--- src/rtl/tick_gen.sv ---
// tick_gen: single-cycle enable pulses for the display counter.
// A down-counting divider produces periodic ticks at a switch-selected rate,
// and a synchronized, debounced pushbutton produces one tick per press.
module tick_gen #(
  parameter int CLK_HZ          = 50_000_000,
  parameter int DEBOUNCE_CYCLES = 1_000_000,
  parameter int CNT_W           = 28
) (
  input  logic       clk,
  input  logic       reset,
  input  logic [1:0] rate_sel,
  input  logic       run,
  input  logic       step_n,
  output logic       tick,
  output logic       step_held
);

  localparam logic [CNT_W-1:0] P1_M1 = CNT_W'(CLK_HZ - 1);
  localparam logic [CNT_W-1:0] P2_M1 = CNT_W'(2 * CLK_HZ - 1);
  localparam logic [CNT_W-1:0] P4_M1 = CNT_W'(4 * CLK_HZ - 1);

  localparam int              DB_W    = (DEBOUNCE_CYCLES > 1) ? $clog2(DEBOUNCE_CYCLES) : 1;
  localparam logic [DB_W-1:0] DB_LAST = DB_W'(DEBOUNCE_CYCLES - 1);

  // Divider state
  logic [CNT_W-1:0] cnt, cnt_nxt;
  logic [1:0]       rate_q;
  logic             reload_pend, reload_nxt;
  logic             timer_tick;

  // Button path state
  logic            sync_s1, sync_s2;
  logic            db_lvl, db_lvl_nxt;
  logic [DB_W-1:0] db_cnt, db_cnt_nxt;
  logic            step_tick;

  // Reload value (period minus one) for a given rate code
  function automatic logic [CNT_W-1:0] reload_val(input logic [1:0] r);
    case (r)
      2'b00:   reload_val = '0;
      2'b01:   reload_val = P1_M1;
      2'b10:   reload_val = P2_M1;
      default: reload_val = P4_M1;
    endcase
  endfunction

  // Divider next state: a pending reload or rate change restarts the period,
  // a stopped divider sits at its reload value, otherwise count down to a tick
  always_comb begin
    cnt_nxt    = cnt;
    reload_nxt = reload_pend;
    timer_tick = 1'b0;
    if (reload_pend || (rate_sel != rate_q)) begin
      cnt_nxt    = reload_val(rate_sel);
      reload_nxt = 1'b0;
    end else if (!run) begin
      cnt_nxt = reload_val(rate_q);
    end else if (cnt == '0) begin
      timer_tick = 1'b1;
      cnt_nxt    = reload_val(rate_q);
    end else begin
      cnt_nxt = cnt - CNT_W'(1);
    end
  end

  // Debounce next state: accept a new level after it has differed for the full
  // window; only a newly accepted press (level 0) yields a step tick
  always_comb begin
    db_lvl_nxt = db_lvl;
    db_cnt_nxt = '0;
    step_tick  = 1'b0;
    if (sync_s2 != db_lvl) begin
      if (db_cnt == DB_LAST) begin
        db_lvl_nxt = sync_s2;
        step_tick  = ~sync_s2;
      end else begin
        db_cnt_nxt = db_cnt + DB_W'(1);
      end
    end
  end

  // Divider registers
  always_ff @(posedge clk or negedge reset) begin
    if (!reset) begin
      cnt         <= '0;
      rate_q      <= 2'b00;
      reload_pend <= 1'b1;
    end else begin
      cnt         <= cnt_nxt;
      rate_q      <= rate_sel;
      reload_pend <= reload_nxt;
    end
  end

  // Button synchronizer and debounce registers (idle level is released = 1)
  always_ff @(posedge clk or negedge reset) begin
    if (!reset) begin
      sync_s1 <= 1'b1;
      sync_s2 <= 1'b1;
      db_lvl  <= 1'b1;
      db_cnt  <= '0;
    end else begin
      sync_s1 <= step_n;
      sync_s2 <= sync_s1;
      db_lvl  <= db_lvl_nxt;
      db_cnt  <= db_cnt_nxt;
    end
  end

  // Registered outputs; coincident timer and step ticks merge into one pulse
  always_ff @(posedge clk or negedge reset) begin
    if (!reset) begin
      tick      <= 1'b0;
      step_held <= 1'b0;
    end else begin
      tick      <= timer_tick | step_tick;
      step_held <= ~db_lvl_nxt;
    end
  end

endmodule
--- config.mk ---
export PLATFORM = sky130hd
export DESIGN_NAME = tick_gen
export DESIGN_NICKNAME = d
export VERILOG_FILES = /design/src/rtl/tick_gen.sv
export SDC_FILE = /design/constraint.sdc
export NUM_CORES = 1
export LEC_CHECK = 0
export CELL_PAD_IN_SITES_DETAIL_PLACEMENT = 0
export CELL_PAD_IN_SITES_GLOBAL_PLACEMENT = 1
export CORE_MARGIN = 5
export CORE_UTILIZATION = 44
export DETAILED_ROUTE_END_ITERATION = 7
export PLACE_DENSITY = 0.72
export SETUP_SLACK_MARGIN = 0.2
export SLEW_MARGIN = 10
export SYNTH_ARGS = -nofsm -noshare
export SYNTH_HDL_FRONTEND = slang
export SYNTH_SLANG_ARGS = --single-unit
--- constraint.sdc ---
create_clock -name clk -period 2.4 [get_ports clk]
set_clock_uncertainty 0.1 [all_clocks]
set_input_delay 0.48 -clock clk [delete_from_list [all_inputs] [get_ports clk]]
set_output_delay 0.48 -clock clk [all_outputs]
set_load 0.005 [all_outputs]
# [After elaboration in Yosys (flattened, before gate mapping)]
# Index checks and enable logic that the tools add are counted.
[word_totals] latch_bits=0 register_bits=56 output_inout_bits=2 rom_bits=0 in_bits=6 mem_count=0 mem_bits_rw=0
[classes] add_sub_neg=2 multipliers=0 reduce_logical=4 shifts=0 mux=14 bitwise=3 magnitude_cmp=0 eq_ne=7 div_mod_pow=0
[ops] op="one-hot mux 28 bit (3 select lines)" n=2
[ops] op="2-to-1 mux 28 bit" n=3
[ops] op="2-to-1 mux 20 bit" n=2
[ops] op="zero test 28 bit" n=1
[ops] op="subtractor 28 x 1 -> 28 bit (second input constant)" n=1
[ops] op="adder 20 x 1 -> 20 bit (second input constant)" n=1
[ops] op="== test 20 bit (second input constant)" n=1
[ops] op="2-to-1 mux 1 bit" n=7
[ops] op="== test 2 x 1 -> 1 bit (second input constant)" n=2
[ops] op="== test 2 bit (second input constant)" n=2
[ops] op="zero test 2 bit" n=2
[ops] op="!= test 2 bit" n=1
[ops] op="inverter 1 bit" n=2
[ops] op="logical OR 1 bit" n=1
[ops] op="!= test 1 bit" n=1
[ops] op="OR 1 bit" n=1

# [Logic depth before layout (Yosys ltp)]
[depth] word_depth=5 ltp_mapped=8 ltp_nobuf=7

# [Worst setup path after synthesis]
# No wires, ideal clock.
[synth_path] kind="register to register" from="register cnt[0]" to="register cnt[26]" t_required_ps=2218 path_slack_ps=212 period_less_slack_ps=2188 arrival_ps=2006 setup_time_ps=82 path_stages_with_launch=8 path_cell_list="dfrtp_1 inv_1 ha_1 nor3b_1 nand2_2 o31a_1 o31a_1 a31oi_1"
[synth_via] elab_chain_cells=4 elab_cells_between_ends=5
[synth_rtl] element="start, declared" line_no="26" source="logic [CNT_W-1:0] cnt, cnt_nxt;"
[synth_rtl] element="start signal, assigned" line_no="89" source="cnt <= cnt_nxt;"
[synth_rtl] element="subtractor 28 x 1 -> 28 bit / zero test 28 bit (equally long branches)" line_no="62, 58"
[synth_rtl] element="2-to-1 mux 28 bit *" line_no="58" source="end else if (cnt == '0) begin"
[synth_rtl] element="2-to-1 mux 28 bit *" line_no="56" source="end else if (!run) begin"
[synth_rtl] element="2-to-1 mux 28 bit *" line_no="53" source="if (reload_pend || (rate_sel != rate_q)) begin"
[synth_rtl] element="net cnt_nxt[26]" line_no="26"
# The timed path passes the listed nets; every way through them passes the cells marked *.
# A chain may end at the register's enable or synchronous reset.

# [Worst setup path in the final report]
[layout_path] from="register cnt[8]" to="register cnt[23]"
# Same word-level chain as after synthesis.

==> flow_metrics.env <==
export IMPL_outcome="finished clean"
export IMPL_cp_max_fo=7
export IMPL_ioPinCount=8
export IMPL_reg2reg_slack_ns=0.33
export IMPL_gp_congestion=0.8186
export IMPL_htreeDepth=2
export IMPL_powerDensity_nw_per_um2=520.3
export IMPL_ir_worst_vdd_mv=0.2625
export IMPL_clock_fmax_ghz=0.4823
export IMPL_slew_headroom_pct=62.84
export IMPL_place_hpwl_um=5058
export IMPL_vias_per_cell=5.313
export IMPL_dr_pass1_iters=4
export IMPL_grt_ovfl_total=0
export IMPL_post_route_period_util_pct=86.40
export IMPL_worstPathArrival_ns=2.21
export IMPL_area_delta_synth_final_pct=18.27
export IMPL_vias=2412
export IMPL_die_x_um=93.96
export IMPL_min_path_type="input pin to async pin"
export IMPL_drt_iter0_drc=132
export IMPL_path_clk_slew_ns=0.10
export IMPL_leakage_uw=0.001513
export IMPL_die_area_um2=8828
export IMPL_cts_hold_buf=0
export IMPL_finalSetupViolCount=0
export IMPL_insertion_delay_ns=0.31
export IMPL_setup_tns_final_ns=0
export IMPL_synth_edf_count=0
export IMPL_antenna_found_initial=0
export IMPL_drive_gt1_share_pct=17.88
export IMPL_io_buffers=7
export IMPL_rsz0062_at_grt="true"
export IMPL_synth_ff_type="dfrtp_1"
export IMPL_startpoint_type="flop"
export IMPL_critical_path_class="flop to flop"
export IMPL_period_minus_slack_ns=2.074
export IMPL_rows=30
export IMPL_ys_async_sr_fraction_pct=100.0
export IMPL_synthCells=316
export IMPL_holdWs_ns=0.04275
export IMPL_cts_buffers=5
export IMPL_synth_warnings=0
export IMPL_routedWlPerCell_um=15.17
export IMPL_grt_max_degree=37
export IMPL_dp_cells=442
export IMPL_grt_pass1_wl_um=11490
export IMPL_tightestPinTransition_ns=0.5574
export IMPL_synth_nets=333
export IMPL_finalMaxSlewViolations=0
export IMPL_hold_violations=0
export IMPL_nets=374
export IMPL_syn_area_per_cell_um2=9.816
export IMPL_drc=0
export IMPL_worst_setup_path_end_kind="flop"
export IMPL_maxCapViolations=0
export IMPL_required_ns=2.53
export IMPL_die_h_um=93.96
export IMPL_num_fill_cells=671
export IMPL_numClockSinks=56
export IMPL_yosysUniqueCellTypes=55
export IMPL_cts_tree="built"
export IMPL_antenna_left=0
export IMPL_setup_ws_ns=0.3265
export IMPL_core_area_um2=6832
export IMPL_cts_max_path_buffers=2
export IMPL_grtUsageTotal_pct=16.48
export IMPL_fin_cells=454
export IMPL_num_antenna_cells=0
export IMPL_pre_cts_ws_ns=0.03505
export IMPL_yosysSeqAreaShare_pct=45.34
export IMPL_clockRootBuffer="clkbuf_8"
export IMPL_start_util_pct=45.40
export IMPL_synth_area_um2=3102
export IMPL_wl_um=6887
export IMPL_grt_pass1_vias=2336
export IMPL_ys_ff_latch=56
[report_power, final]
part / switching (uW) / leakage (uW) / total [uW] / internal (uW)
clock network: 309 / 0.0000445 / 544 / 236
logic: 152 / 0.000774 / 285 / 133
registers: 77.1 / 0.000695 / 1080 / 1000
total: 537 / 0.00151 / 1910 / 1370
[cell usage after synthesis, drive strengths merged (10+ instances only)]
| master | instances | area (um^2) |
|---|---|---|
| inv | 10 | 37.54 |
| o21ai | 23 | 122.6 |
| dfrtp | 52 | 1301 |
| xnor2 | 19 | 166.4 |
| nand2 | 19 | 73.82 |
| nand4 | 10 | 83.83 |
| xor2 | 20 | 175.2 |
| ha | 11 | 137.6 |
| nor3 | 14 | 70.07 |
| nor4 | 12 | 123.9 |
| nand3 | 10 | 55.05 |
| nor2 | 45 | 168.9 |
[state kept, by name (all words and copies together), names as in the netlist]
| signal | flops |
|---|---|
| reload_pend | 1 |
| sync_s1 | 1 |
| step_held | 1 |
| rate_q | 2 |
| db_cnt | 20 |
| cnt | 28 |
| tick | 1 |
| sync_s2 | 1 |
| db_lvl | 1 |
[area by class of cell]
cell class / count / area, um^2 / area share, %
Inverter: 10 / 37.54 / 1.023
Clock inverter: 1 / 7.507 / 0.2046
Clock buffer: 7 / 86.33 / 2.353
Multi-Input combinational cell: 245 / 1667 / 45.43
Tap cell: 96 / 120.1 / 3.274
Sequential cell: 56 / 1408 / 38.37
Timing Repair Buffer: 39 / 342.8 / 9.345
[final timing paths]
kind                                        start                      end  cells after the start
worst min-delay path                        reset         cnt[5]$_DFF_PN0_                      1
worst max register to register   cnt[8]$_DFF_PN0_        cnt[23]$_DFF_PN0_                      7
max in group asynchronous                   reset  reload_pend$_DFFE_PN1P_                      2
min in group clk                sync_s1$_DFF_PN1_        sync_s2$_DFF_PN1_                      0
worst max-delay path             cnt[8]$_DFF_PN0_        cnt[23]$_DFF_PN0_                      7
worst min register to register  sync_s1$_DFF_PN1_        sync_s2$_DFF_PN1_                      0
[logic make-up (layout without fill, tap and decap cells)]
kind of cell             after synthesis  in the layout  share of synthesized area [%]
AO/OA/AOI/OAI                         48             48                          9.964
XOR/XNOR                              39             39                          11.01
adder cells (fa/ha/maj)               11             11                          4.437
buffers and inverters                 15             57                          1.936
flip-flops                            56             56                          45.34
multiplexers                           3              3                         0.9682
other                                  1              1                         0.1209
AND/OR/NAND/NOR                      143            143                          26.22
[routing by layer]
| layer | share of wire (%) | GRT usage (%) | vias up |
|---|---|---|---|
| met5 | 0 | 0 | - |
| met4 | 1.3 | 3.851 | 0 |
| met3 | 1.9 | 2.885 | 9 |
| met2 | 49 | 27.62 | 20 |
| met1 | 48 | 22.15 | 1175 |
| li1 | - | - | 1208 |
[metrics by stage]
stage	cell area, um^2	util [%]	power [uW]
3_5_place_dp	3512	51.41	1373
6_report	3669	53.70	1909
4_1_cts	3613	52.89	1917
3_3_place_gp	3512	51.41	1371
2_1_floorplan	3102	-	1247
5_1_grt	3669	53.70	2008
[worst max-delay path: stages (launching register included)]
cell and delay, ns:
dfrtp_1 0.46, nor4_4 0.39, buf_4 0.22, and4_2 0.24, a21oi_1 0.07, buf_4 0.17
and2_1 0.19, a22oi_1 0.16
[timing repair]
action,4_1_cts,5_1_grt
setup buffers,0,4
pin swaps,0,1
endpoints found under the setup margin,7,22
gates resized for setup,3,5
[placed cells by master (no fill, tap or decap), drive strengths merged, types with 5 or more instances in the layout]
| master | instances |
|---|---|
| nor2 | 45 |
| a21oi | 5 |
| nand4 | 10 |
| ha | 11 |
| nor4 | 12 |
| dfrtp | 52 |
| xor2 | 20 |
| nand2 | 19 |
| clkdlybuf4s50 | 6 |
| buf | 33 |
| or3 | 7 |
| and3 | 5 |
| clkbuf | 7 |
| o21ai | 23 |
| xnor2 | 19 |
| inv | 10 |
| nand3 | 10 |
| nor3 | 14 |
Power figures use the tool's default switching activity.
